**config.mk**
```make
export PLATFORM = sky130hd
export DESIGN_NAME = id_pipe_reg
export DESIGN_NICKNAME = d
export VERILOG_FILES = /design/src/rtl/id_pipe_reg.sv
export SDC_FILE = /design/constraint.sdc
export NUM_CORES = 1
export LEC_CHECK = 0
export CORE_MARGIN = 10
export CORE_UTILIZATION = 36
export DETAILED_ROUTE_END_ITERATION = 10
export PLACE_DENSITY = 0.8
export SLEW_MARGIN = 10
export SYNTH_ARGS = -nofsm -noshare
export SYNTH_HDL_FRONTEND = slang
export SYNTH_SLANG_ARGS = --single-unit
export TNS_END_PERCENT = 30
```
**constraint.sdc**
```tcl
create_clock -name clk -period 1.6 [get_ports clk]
set_input_delay 0.48 -clock clk [delete_from_list [all_inputs] [get_ports clk]]
set_output_delay 0.48 -clock clk [all_outputs]
set_load 0.01 [all_outputs]
```
**src/rtl/id_pipe_reg.sv**
```systemverilog
// IF/ID pipeline register: instruction word plus NCH side channels, with valid, stall, flush and
// saturating stall/flush counters. Define ID_FLUSH_EN to enable flush; otherwise flush is ignored.
module id_pipe_reg #(
    parameter int unsigned       WIDTH = 32,
    parameter int unsigned       NCH   = 2,
    parameter logic [WIDTH-1:0]  NOP   = '0,
    parameter int unsigned       CW    = 8
) (
    input  logic                 clk,
    input  logic                 reset,
    input  logic                 stall,
    input  logic                 flush,
    input  logic                 in_valid,
    input  logic [WIDTH-1:0]     din_inst,
    input  logic [NCH*WIDTH-1:0] din_side,
    output logic                 out_valid,
    output logic [WIDTH-1:0]     qinst,
    output logic [NCH*WIDTH-1:0] qside,
    output logic [CW-1:0]        stall_cnt,
    output logic [CW-1:0]        flush_cnt
);

    localparam int unsigned SW      = NCH * WIDTH;
    localparam logic [CW-1:0] CntMax = '1;
    localparam logic [CW-1:0] CntOne = CW'(1);

    logic           valid_q;
    logic [WIDTH-1:0] inst_q;
    logic [SW-1:0]  side_q;
    logic [CW-1:0]  stall_cnt_q;
    logic           flush_act;

`ifdef ID_FLUSH_EN
    assign flush_act = flush;
`else
    logic unused_flush;
    assign unused_flush = flush;
    assign flush_act    = 1'b0;
`endif

    always_ff @(posedge clk) begin
        if (reset) begin
            valid_q     <= 1'b0;
            inst_q      <= NOP;
            side_q      <= '0;
            stall_cnt_q <= '0;
        end else if (flush_act) begin
            // Flush beats a simultaneous stall and ends any stall run.
            valid_q     <= 1'b0;
            inst_q      <= NOP;
            side_q      <= '0;
            stall_cnt_q <= '0;
        end else if (stall) begin
            if (valid_q && (stall_cnt_q != CntMax)) begin
                stall_cnt_q <= stall_cnt_q + CntOne;
            end
        end else begin
            valid_q     <= in_valid;
            inst_q      <= in_valid ? din_inst : NOP;
            side_q      <= in_valid ? din_side : '0;
            stall_cnt_q <= '0;
        end
    end

`ifdef ID_FLUSH_EN
    logic [CW-1:0] flush_cnt_q;

    // Only flushes that actually squash a valid entry are counted.
    always_ff @(posedge clk) begin
        if (reset) begin
            flush_cnt_q <= '0;
        end else if (flush && valid_q && (flush_cnt_q != CntMax)) begin
            flush_cnt_q <= flush_cnt_q + CntOne;
        end
    end

    assign flush_cnt = flush_cnt_q;
`else
    assign flush_cnt = '0;
`endif

    assign out_valid = valid_q;
    assign qinst     = inst_q;
    assign qside     = side_q;
    assign stall_cnt = stall_cnt_q;

endmodule
```
==> flow_metrics.env <==
export IMPL_first_iter_violations=158
export IMPL_gp_congestion=0.707
export IMPL_detailedRoute_firstPassIterationCount=6
export IMPL_numPlacedInstances=569
export IMPL_r2r_slack_ps=150
export IMPL_worst_setup_path_type="reg2out"
export IMPL_largest_net_degree_at_the_start_of_global_routing=62
export IMPL_fin_area_sq_mm=0.00562
export IMPL_syn_area_per_cell_sq_um=12.6
export IMPL_ys_warn_count=0
export IMPL_r2r_worst_path_cells=4
export IMPL_hold_crit_endpoint="qinst[2]$_SDFFE_PP0N_"
export IMPL_detailed_place_area_sq_mm=0.00553
export IMPL_finalHoldViolations=0
export IMPL_critical_path_startpoint="stall_cnt[1]$_SDFFE_PP0P_"
export IMPL_fmax_ghz=0.650
export IMPL_holdCritStartpoint="qinst[2]$_SDFFE_PP0N_"
export IMPL_cpMaxStageDelayCell="dfxtp_1"
export IMPL_crit_path_max_fanout=4
export IMPL_fin_worst_skew_ps=4.43
export IMPL_syn_inst=269
export IMPL_detail_route_antenna_nets=0
export IMPL_drive_gt1_frac=0.0507
export IMPL_synthesis_area_sq_mm=0.00339
export IMPL_timing_critical_path_max_delay_family="flip-flops"
export IMPL_critPathBufInv=1
export IMPL_crit_chain="dlygate4sd2_1"
export IMPL_whs_ps=473
export IMPL_grt_setup_unrepaired="false"
export IMPL_cts_made_buffers=9
export IMPL_cts_setup_buffers=0
export IMPL_vias_per_cell=5.02
export IMPL_max_clock_path_buffers=2
export IMPL_yosysTopAreaCell="dfxtp_1"
export IMPL_die_area_sq_mm=0.0137
export IMPL_antenna_diode_count=0
export IMPL_tns_ps=0
export IMPL_ctsHtreeMaxLevel=3
export IMPL_max_cap_viol_count=0
export IMPL_synth_seq_cells=105
export IMPL_run_status="complete, no violations"
export IMPL_overflow=0
export IMPL_pin_count=214
export IMPL_fillCellCount=809
export IMPL_finalCritPeriodShare=0.962
export IMPL_clock_sinks=105
export IMPL_cp_end_kind="output port"
export IMPL_seq_area_frac_synth=0.619
export IMPL_clk_latency_ps=360
export IMPL_grt_pass1_wl_mm=15.9
export IMPL_floorplan_core_area_sq_mm=0.00920
export IMPL_start_util=0.369
export IMPL_worst_hold_path_type="reg2reg"
export IMPL_drc_errors=0
export IMPL_powerDensity_mw_per_mm2=925
export IMPL_final_period_minus_worst_setup_slack_ps=1540
export IMPL_crit_reg2reg_launch="stall_cnt[0]$_SDFFE_PP0P_"
export IMPL_tritoncts="built"
export IMPL_die_w_um=117
export IMPL_leakage_uw=0.00264
export IMPL_num_nets_final=571
export IMPL_synth_top_area_share=0.619
export IMPL_final_max_slew_viol_count=0
export IMPL_first_global_vias=2999
export IMPL_total_wirelength_mm=11.1
export IMPL_max_stage_delay_ps=380
export IMPL_place_port_buffers=204
export IMPL_dpl_hpwl_mm=8.30
export IMPL_finish_utilization=0.611
export IMPL_multi_input_comb_area_sq_mm=0.00113
export IMPL_fin_cells=584
export IMPL_worst_ep_arrival_time_ps=1060
export IMPL_area_delta_synth_final_pct=65.5
export IMPL_routed_via_count=2932
export IMPL_antenna_found_initial=0
export IMPL_placement_rows=35
export IMPL_die_y_um=117
export IMPL_r2r_end="stall_cnt[1]$_SDFFE_PP0P_"
export IMPL_setup_worst_path_start_class="register"
export IMPL_synthDistinctLibCells=25
export IMPL_report_final_setup_viol=0
export IMPL_track_usage=0.149
export IMPL_clkSlewWorstSetupHoldPaths_ps=90
export IMPL_cp_data_required_time_ps=1120
export IMPL_wl_per_cell_um=19.0
export IMPL_area_sequential_sq_mm=0.00210
export IMPL_synth_top_cells_by_area="dfxtp_1 (62%), a22o_1 (25%), buf_4 (4.0%)"
export IMPL_clock_root_buffer="clkbuf_8"
export IMPL_worstHoldPathCells=1
export IMPL_irDropWorstVdd_v=0.000600
[power breakdown]
group	internal [uW]	switching (uW)	total, uW	leakage (uW)
Sequential	2710	47.7	2760	0.000856
Clock	923	870	1790	0.000106
Combinational	398	244	642	0.00167
[state kept, by name, indices dropped and copies added, names as in the netlist]
signal / flops
qinst: 32
out_valid: 1
qside: 64
stall_cnt: 8
[per-stage QoR]
stage,setup slack (ps),total power (uW)
detailed placement,-258,3530
global placement,-231,3510
CTS,9.79,5260
floorplan,257,3050
finish,61.6,5190
global route,0.0905,5390
[worst max-delay path by stage]
stage          depth (start not counted)                   endpoint
2_1_floorplan                          4  stall_cnt[0]$_SDFFE_PP0P_
3_3_place_gp                           5  stall_cnt[4]$_SDFFE_PP0P_
3_5_place_dp                           4      qside[7]$_SDFFE_PP0N_
4_1_cts                                1               stall_cnt[5]
5_1_grt                                1               stall_cnt[5]
6_report                               1               stall_cnt[1]
[timing repair]
action | 4_1_cts | 5_1_grt
cloned | 0 | 0
resized for setup | 105 | 3
hold buffers | 0 | 0
setup endpoints to repair | 105 | 3
[synth_stat cells, drive strengths merged]
cell type	n
and3	1
a22o	96
o21ai	2
nor3b	1
nor3	3
clkbuf	8
a41oi	1
dfxtp	105
a21o	1
mux2i	2
nand2	7
and4	4
nor4bb	2
nand2b	2
a21boi	1
a31oi	4
conb	1
nand3	1
nor2b	1
buf	22
ha	1
a211oi	1
a21oi	2
[cell type report]
cell class	instances	share of cell area
Multi-Input combinational cell	141	0.202
Tap cell	111	0.0247
Clock buffer	11	0.0252
Clock inverter	4	0.0136
Timing Repair Buffer	212	0.361
Sequential cell	105	0.374
[cell families (layout without fill, tap and decap cells)]
family,Yosys count,count (layout),share of synthesized area
mux,2,2,0.00590
simple gates,22,22,0.0428
compound gates,108,108,0.270
flops,105,105,0.619
other cells,1,8,0.00111
fa+ha+maj,1,1,0.00369
buf+inv,30,227,0.0568
[per-layer routing]
metal / vias up / GRT usage / wire length (um)
li1: 1409 / - / -
met1: 1385 / 0.159 / 4330
met2: 125 / 0.247 / 5330
met3: 13 / 0.0739 / 1240
met4: 0 / 0.0601 / 196
met5: - / 0 / 0
[placed cells by master, fill, tap and decap left out, types with 3 or more instances in the layout]
master	Yosys	layout
conb_1	1	8
buf_12	0	4
clkdlybuf4s15_1	0	3
buf_4	18	4
a22o_1	96	96
nor3_1	3	3
dlygate4sd2_1	0	102
clkdlybuf4s50_1	0	99
dfxtp_1	105	105
a31oi_1	4	4
nand2_1	7	7
and4_1	4	4
clkbuf_8	0	10
No activity file was read; power rests on OpenSTA's default activity.
